==> src/rtl/lc3_decode_pkg.sv <==
// Shared definitions for the LC3 decode stage: opcodes, control-word layout
// and writeback encodings.
package lc3_decode_pkg;

    localparam logic [3:0] OP_BR  = 4'b0000;
    localparam logic [3:0] OP_ADD = 4'b0001;
    localparam logic [3:0] OP_LD  = 4'b0010;
    localparam logic [3:0] OP_ST  = 4'b0011;
    localparam logic [3:0] OP_AND = 4'b0101;
    localparam logic [3:0] OP_LDR = 4'b0110;
    localparam logic [3:0] OP_STR = 4'b0111;
    localparam logic [3:0] OP_NOT = 4'b1001;
    localparam logic [3:0] OP_LDI = 4'b1010;
    localparam logic [3:0] OP_STI = 4'b1011;
    localparam logic [3:0] OP_JMP = 4'b1100;
    localparam logic [3:0] OP_LEA = 4'b1110;

    // E_control = {alu_control[5:4], pcselect1[3:2], pcselect2[1], op2select[0]}
    localparam int E_ALU_LSB = 4;
    localparam int E_PC1_LSB = 2;
    localparam int E_PC2_BIT = 1;
    localparam int E_OP2_BIT = 0;

    localparam logic [1:0] ALU_ADD = 2'b00;
    localparam logic [1:0] ALU_AND = 2'b01;
    localparam logic [1:0] ALU_NOT = 2'b10;

    localparam logic [1:0] PC1_NONE    = 2'b00;
    localparam logic [1:0] PC1_OFFSET9 = 2'b01;
    localparam logic [1:0] PC1_OFFSET6 = 2'b10;
    localparam logic [1:0] PC1_ZERO    = 2'b11;

    localparam logic [1:0] WB_ALU = 2'b00;
    localparam logic [1:0] WB_MEM = 2'b01;
    localparam logic [1:0] WB_PC  = 2'b10;

    typedef struct packed {
        logic [5:0] e;
        logic       m;
        logic [1:0] w;
    } ctrl_t;

endpackage

==> src/rtl/lc3_decode_ctrl.sv <==
// Combinational opcode decoder producing the execute, memory and writeback
// control words for one LC3 instruction.
module lc3_decode_ctrl
    import lc3_decode_pkg::*;
(
    input  logic [3:0] opcode_i,
    input  logic       ir5_i,
    output logic [5:0] e_control_o,
    output logic       m_control_o,
    output logic [1:0] w_control_o
);

    ctrl_t      ctrl;
    logic [1:0] aluSel;
    logic [1:0] pc1Sel;
    logic       pc2Sel;
    logic       op2Sel;

    always_comb begin
        aluSel = ALU_ADD;
        pc1Sel = PC1_NONE;
        pc2Sel = 1'b0;
        op2Sel = 1'b0;
        ctrl   = '0;
        ctrl.w = WB_ALU;

        // Unsupported opcodes fall through to the all-zero defaults.
        case (opcode_i)
            OP_ADD: begin
                aluSel = ALU_ADD;
                op2Sel = ~ir5_i;
            end
            OP_AND: begin
                aluSel = ALU_AND;
                op2Sel = ~ir5_i;
            end
            OP_NOT: aluSel = ALU_NOT;
            OP_BR, OP_ST: begin
                pc1Sel = PC1_OFFSET9;
                pc2Sel = 1'b1;
            end
            OP_LD: begin
                pc1Sel = PC1_OFFSET9;
                pc2Sel = 1'b1;
                ctrl.w = WB_MEM;
            end
            OP_LDI: begin
                pc1Sel = PC1_OFFSET9;
                pc2Sel = 1'b1;
                ctrl.m = 1'b1;
                ctrl.w = WB_MEM;
            end
            OP_STI: begin
                pc1Sel = PC1_OFFSET9;
                pc2Sel = 1'b1;
                ctrl.m = 1'b1;
            end
            OP_LEA: begin
                pc1Sel = PC1_OFFSET9;
                pc2Sel = 1'b1;
                ctrl.w = WB_PC;
            end
            OP_LDR: begin
                pc1Sel = PC1_OFFSET6;
                ctrl.w = WB_MEM;
            end
            OP_STR: pc1Sel = PC1_OFFSET6;
            OP_JMP: pc1Sel = PC1_ZERO;
            default: ;
        endcase

        ctrl.e[E_ALU_LSB +: 2] = aluSel;
        ctrl.e[E_PC1_LSB +: 2] = pc1Sel;
        ctrl.e[E_PC2_BIT]      = pc2Sel;
        ctrl.e[E_OP2_BIT]      = op2Sel;
    end

    assign e_control_o = ctrl.e;
    assign m_control_o = ctrl.m;
    assign w_control_o = ctrl.w;

endmodule

==> src/rtl/lc3_decode_stage.sv <==
// LC3 decode stage: enabled pipeline register holding the fetched
// instruction, its next-PC and the control words decoded from it.
module lc3_decode_stage
    import lc3_decode_pkg::*;
#(
    parameter int WIDTH = 16
) (
    input  logic             clock,
    input  logic             reset,
    input  logic             enable_decode,
    input  logic [WIDTH-1:0] dout,
    input  logic [WIDTH-1:0] npc_in,
    output logic [WIDTH-1:0] IR,
    output logic [WIDTH-1:0] npc_out,
    output logic [5:0]       E_control,
    output logic             M_control,
    output logic [1:0]       W_control
);

    logic [WIDTH-1:0] ir_q;
    logic [WIDTH-1:0] npc_q;
    logic [5:0]       e_q;
    logic             m_q;
    logic [1:0]       w_q;

    logic [5:0]       e_d;
    logic             m_d;
    logic [1:0]       w_d;

    lc3_decode_ctrl u_ctrl (
        .opcode_i    (dout[15:12]),
        .ir5_i       (dout[5]),
        .e_control_o (e_d),
        .m_control_o (m_d),
        .w_control_o (w_d)
    );

    // Pure enabled register; stalls are owned by the controller.
    always_ff @(posedge clock or posedge reset) begin
        if (reset) begin
            ir_q  <= '0;
            npc_q <= '0;
            e_q   <= '0;
            m_q   <= 1'b0;
            w_q   <= '0;
        end else if (enable_decode) begin
            ir_q  <= dout;
            npc_q <= npc_in;
            e_q   <= e_d;
            m_q   <= m_d;
            w_q   <= w_d;
        end
    end

    assign IR        = ir_q;
    assign npc_out   = npc_q;
    assign E_control = e_q;
    assign M_control = m_q;
    assign W_control = w_q;

endmodule
==> config.mk <==
export PLATFORM = sky130hd
export DESIGN_NAME = lc3_decode_stage
export DESIGN_NICKNAME = d
export VERILOG_FILES = /design/src/rtl/lc3_decode_pkg.sv /design/src/rtl/lc3_decode_ctrl.sv /design/src/rtl/lc3_decode_stage.sv
export SDC_FILE = /design/constraint.sdc
export NUM_CORES = 1
export LEC_CHECK = 0
export ABC_AREA = 1
export BUFFER_PORTS_ARGS = -buffer_cell sky130_fd_sc_hd__buf_4
export CORE_MARGIN = 1.5
export CORE_UTILIZATION = 50
export DETAILED_ROUTE_END_ITERATION = 10
export HOLD_SLACK_MARGIN = 0.1
export PLACE_DENSITY = 0.84
export RECOVER_POWER = 100
export SYNTH_ARGS = -nofsm -noshare
export SYNTH_HDL_FRONTEND = slang
export SYNTH_HIERARCHICAL = 1
export SYNTH_SLANG_ARGS = --single-unit
==> constraint.sdc <==
create_clock -name clock -period 1.8 [get_ports clock]
set_clock_uncertainty 0.15 [all_clocks]
set_input_delay 0.18 -clock clock [delete_from_list [all_inputs] [get_ports clock]]
set_output_delay 0.18 -clock clock [all_outputs]
set_load 0.02 [all_outputs]
== After elaboration in Yosys (flattened, before gate mapping) ==
Index checks and enable logic that the tools add are counted.

* Reduce and logical (&&, ||, !) cells: 6
* Equality and inequality tests: 11
* Muxes and demuxes: 6
* Bitwise operators: 1

{| class="wikitable"
|+ Operators with widths
! kind !! count
|-
| 4-bit == test, second input constant || 5
|-
| 4-bit by 3-bit == test with 1-bit output, second input constant || 3
|-
| 4-bit by 2-bit == test with 1-bit output, second input constant || 2
|-
| 2-bit one-hot mux with 2 select lines || 2
|-
| 2-bit one-hot mux with 3 select lines || 1
|-
| 2-bit OR reduction || 3
|-
| 6-bit OR reduction || 1
|-
| 4-bit by 1-bit == test with 1-bit output, second input constant || 1
|-
| 4-bit logical NOT || 1
|-
| 1-bit 2-to-1 mux || 3
|-
| 3-bit OR reduction || 1
|-
| 1-bit inverter || 1
|}

* Logic and storage cells: 29
* Output and inout bits: 41
* Input port bits: 35
* Bits in registers: 41

== Longest topological paths before layout ==
* Word-level depth: 3
* Gate-level depth with buffers: 8
* Gate-level depth less buffers: 7

== Cells and area by module ==
Netlist, hierarchy kept.

{| class="wikitable"
|+ Modules (own cells, without submodules)
! module !! times used !! sequential area each (um^2) !! cells each !! area an instance (um^2)
|-
| lc3_decode_stage || 1 || 1,026.0 || 175 || 1,621.6
|-
| lc3_decode_ctrl || 1 || 0.0 || 26 || 118.9
|}

== Worst setup path before layout ==
Ideal clock, no wire load.

* Path type: input to register
* From: in dout[13]
* To: reg e_q[1], in the netlist E_control[1]
* Required time: 1.533 ns
* Slack: 0.876 ns
* Stages on the path: 7
* Setup time: 0.117 ns
* Arrival time: 0.657 ns
* Cell sequence: inv_1 > o21ai_0 > nand2_1 > inv_1 > buf_4 > nand2_1 > nand2_1

* Longest elaborated chain between the ends: 3
* Elaborated cells on any way between the ends: 8
* Those cells by class: eq/ne: 5; mux: 1; reduce/logical: 2

{| class="wikitable"
|+ Ends and longest elaborated chain
! item !! line !! source
|-
| start: declaration || lc3_decode_stage.sv:11 || <nowiki>input logic [WIDTH-1:0] dout,</nowiki>
|-
| 4-bit by 2-bit == test with 1-bit output (tied with other cells) || lc3_decode_ctrl.sv:28 || <nowiki>case (opcode_i)</nowiki>
|-
| 6-bit OR reduction (no source line) * || - ||
|-
| 1-bit 2-to-1 mux * || lc3_decode_ctrl.sv:28 ||
|-
| net u_ctrl.pc2Sel || lc3_decode_ctrl.sv:16 || <nowiki>logic pc2Sel;</nowiki>
|-
| end signal: assignment || lc3_decode_stage.sv:43 || <nowiki>e_q <= '0;</nowiki>
|-
| end signal: assignment || lc3_decode_stage.sv:49 || <nowiki>e_q <= e_d;</nowiki>
|-
| end: declaration || lc3_decode_stage.sv:22 || <nowiki>logic [5:0] e_q;</nowiki>
|}

Mark *: on every way through the listed nets, which the timed path passes. The rest lies on a longest branch.
A chain may end at the register's enable or synchronous reset.

==> impl_metrics.py <==
metrics = {
    "layout": {
        "drive_gt1_share_pct": 15.7,
        "final_nets": 347,
        "area_delta_synth_final_pct": 45.7,
        "diodes": 0,
    },
    "global_route": {
        "antenna_found_initial": 0,
        "busiest_layer": "met2",
        "gr-total-overflow": 0,
        "met2_usage_pct": 42.3,
        "grt_pass1_wl_um": 6880,
        "grt_pass1_vias": 1554,
        "grt_use_met1_pct": 29.3,
        "grt_max_degree": 43,
        "grt_util_met3_pct": 7.25,
        "grt_usage_pct": 24.9,
    },
    "clock_network": {
        "cts_root_buffer": "clkbuf_4",
        "cts_htree_levels": 2,
        "post_cts_buffers": 0,
        "cts_tree": "yes",
        "clk_pin_slew_ns": 0.12,
        "clock_latency_ns": 0.33,
        "post_cts_hold_buffer_count": 39,
        "cts.sink_count": 41,
        "cts_resized": 0,
        "clock_path_buffers": 2,
        "cts_buffers": 5,
    },
    "floorplanning": {
        "core_area_mm2": 0.00334,
        "die-area_mm2": 0.00384,
        "initial_core_util_pct": 52.2,
        "rows": 21,
        "die_y_um": 62,
        "die_w_um": 62,
        "pin_count": 76,
    },
    "power_and_ir_drop": {
        "cell_internal_pwr_mw": 1.39,
        "clockPowerShare_pct": 25.7,
        "ir_drop_mv": 0.464,
        "swShare_pct": 29.7,
        "power_frac_comb_pct": 21.7,
        "power_density_mw_per_mm2": 782,
        "switching_power_mw": 0.589,
        "p_leak_nw": 1.34,
        "finalPower_mw": 1.98,
        "pwr-share-seq_pct": 52.5,
    },
    "setup_path": {
        "critPathTopFamily": "buffers and inverters",
        "endpoint": "npc_out[11]$_DFFE_PP0P_",
        "reg2reg_to": "npc_out[12]$_DFFE_PP0P_",
        "critPathMaxFanout": 42,
        "endpoint_kind": "register",
        "required_ns": 1.95,
        "cp_cell_sequence": "clkbuf_2 -> nand2_1 -> dlygate4sd3_1 -> nand2_1",
        "crit_start": "enable_decode",
        "worst_path_max_delay_cell": "clkbuf_2",
        "timing.rr.start": "npc_out[12]$_DFFE_PP0P_",
        "critPathMostFrequentCell": "nand2_1",
        "start_kind": "input port",
        "critPathKind": "input port to register",
        "cp.depth": 4,
        "reg2reg_slack_ns": 0.98,
        "reg2regPathDepth": 2,
        "crit_arrival_ns": 1.65,
        "crit_buf_inv": 2,
        "slowest_delay_ns": 0.66,
    },
    "worst_hold_path": {
        "hold_class": "register to register",
        "hold_path_startpoint": "IR[6]$_DFFE_PP0P_",
    },
    "drt": {
        "firstDrtPassIters": 4,
        "ant_nets": 0,
        "drt_iter0_markers": 123,
        "vias": 1686,
        "drc": 0,
        "routed_wl_um": 4450,
        "vias_per_cell": 4.70,
        "wl_per_cell_um": 12.4,
    },
    "synthesis": {
        "synth.area.top_cells": "dfrtp_1 (59%), nand2_1 (26%), nand2_2 (4.0%)",
        "avgSynthCellArea_um2": 8.66,
        "syn-instance-count": 201,
        "synth_top_area_cell": "dfrtp_1",
        "seq_area_frac_synth_pct": 59.0,
        "synth_nets": 236,
        "ys_ff_latch": 41,
        "synth_top_cell_area_share_pct": 59.0,
        "synth.distinct_cells": 13,
        "ys_warn_count": 6,
        "syn_area_mm2": 0.00174,
    },
    "run_status": {
        "outcome": "finished clean",
    },
    "timing": {
        "whs_ns": 0.332,
        "final-hold-violation-count": 0,
        "grt_setup_unrepaired": "no",
        "tightestPinTransition_ns": 0.998,
        "setup_tns_ns": 0,
        "fin_crit_ns": 1.51,
        "fmax_ghz": 0.664,
        "setup_violations": 0,
        "drv_slew": 0,
        "timing.final.crit_share_pct": 83.6,
        "slew_headroom_pct": 33.5,
    },
    "placement": {
        "dp.final_hpwl_um": 2340,
        "place.gp.congestion": 0.752,
        "io_buffers": 75,
    },
    "flow_run": {
        "maxCapViolCount": 0,
    },
}
## cells by family after synthesis
| group | count (synthesis) | share of synthesized area (%) |
|---|---|---|
| DFF | 41 | 59.0 |
| AOI/OAI and AO/OA | 1 | 0.287 |
| buffers and inverters | 18 | 8.27 |
| and+or+nand+nor | 141 | 32.5 |
## how the worst min path moves through the flow
stage / endpoint / cells after the start / slack (ns)
3_5_place_dp: IR[7]$_DFFE_PP0P_ / 3 / 0.19
5_1_grt: IR[8]$_DFFE_PP0P_ / 2 / 0.36
3_3_place_gp: IR[7]$_DFFE_PP0P_ / 3 / 0.18
2_1_floorplan: npc_out[8]$_DFFE_PP0P_ / 2 / 0.14
4_1_cts: npc_out[5]$_DFFE_PP0P_ / 3 / 0.10
6_report: IR[6]$_DFFE_PP0P_ / 2 / 0.33
## metrics by stage
stage	instance area (um2)	cells	setup WS, ns	util (%)
finish	2540	359	0.295	76.0
floorplan	1740	201	0.524	-
global route	2540	359	0.187	76.0
global placement	2260	312	0.619	67.7
detailed placement	2260	312	0.601	67.7
CTS	2720	359	0.428	81.5
## power by group through the flow
stage	clock network (mW)	registers, mW	logic [mW]
5_1_grt	0.577	1.05	0.477
3_3_place_gp	0	1.06	0.423
4_1_cts	0.527	1.04	0.497
3_5_place_dp	0	1.06	0.431
6_report	0.510	1.04	0.431
2_1_floorplan	0	1.15	0.143
## worst register-to-register path, delay by kind of cell, from the launching register on
family        cells  cell delay, ns
flops             1            0.41
simple gates      2            0.16
## registers in the layout, summed over array words and instances, names as in the netlist
signal / flops
M_control: 1
E_control: 6
IR: 16
npc_out: 16
W_control: 2
## final cells by class
type | count | area, um2
clock buffer | 7 | 65.1
clock inverter | 1 | 5.00
fill | 269 | 801
inverter | 7 | 35.0
multi-input combinational | 142 | 561
sequential | 41 | 1030
tap | 46 | 57.6
timing repair buffer | 115 | 787
## layout by cell type, fill, tap and decap left out, types with 4 or more instances in the layout
| cell | netlist | layout |
|---|---|---|
| clkbuf_4 | 0 | 13 |
| buf_4 | 5 | 21 |
| nand2_1 | 122 | 126 |
| dlygate4sd3_1 | 0 | 39 |
| dfrtp_1 | 41 | 41 |
| nor2_1 | 5 | 5 |
| nand2_2 | 11 | 7 |
| clkbuf_1 | 0 | 45 |
| inv_1 | 5 | 4 |
## per-layer routing
layer | routed length, um | part of all wire [%]
met5 | 0 | 0
met3 | 252 | 5.7
met4 | 83 | 1.9
met2 | 2360 | 53
met1 | 1760 | 40
## cell usage after synthesis, drive strengths merged
library cell,n
dfrtp,41
clkinv,1
nand2,133
nand3,1
o21ai,1
inv,6
nor2,5
buf,11
nor3,2
Power figures use the tool's default switching activity.
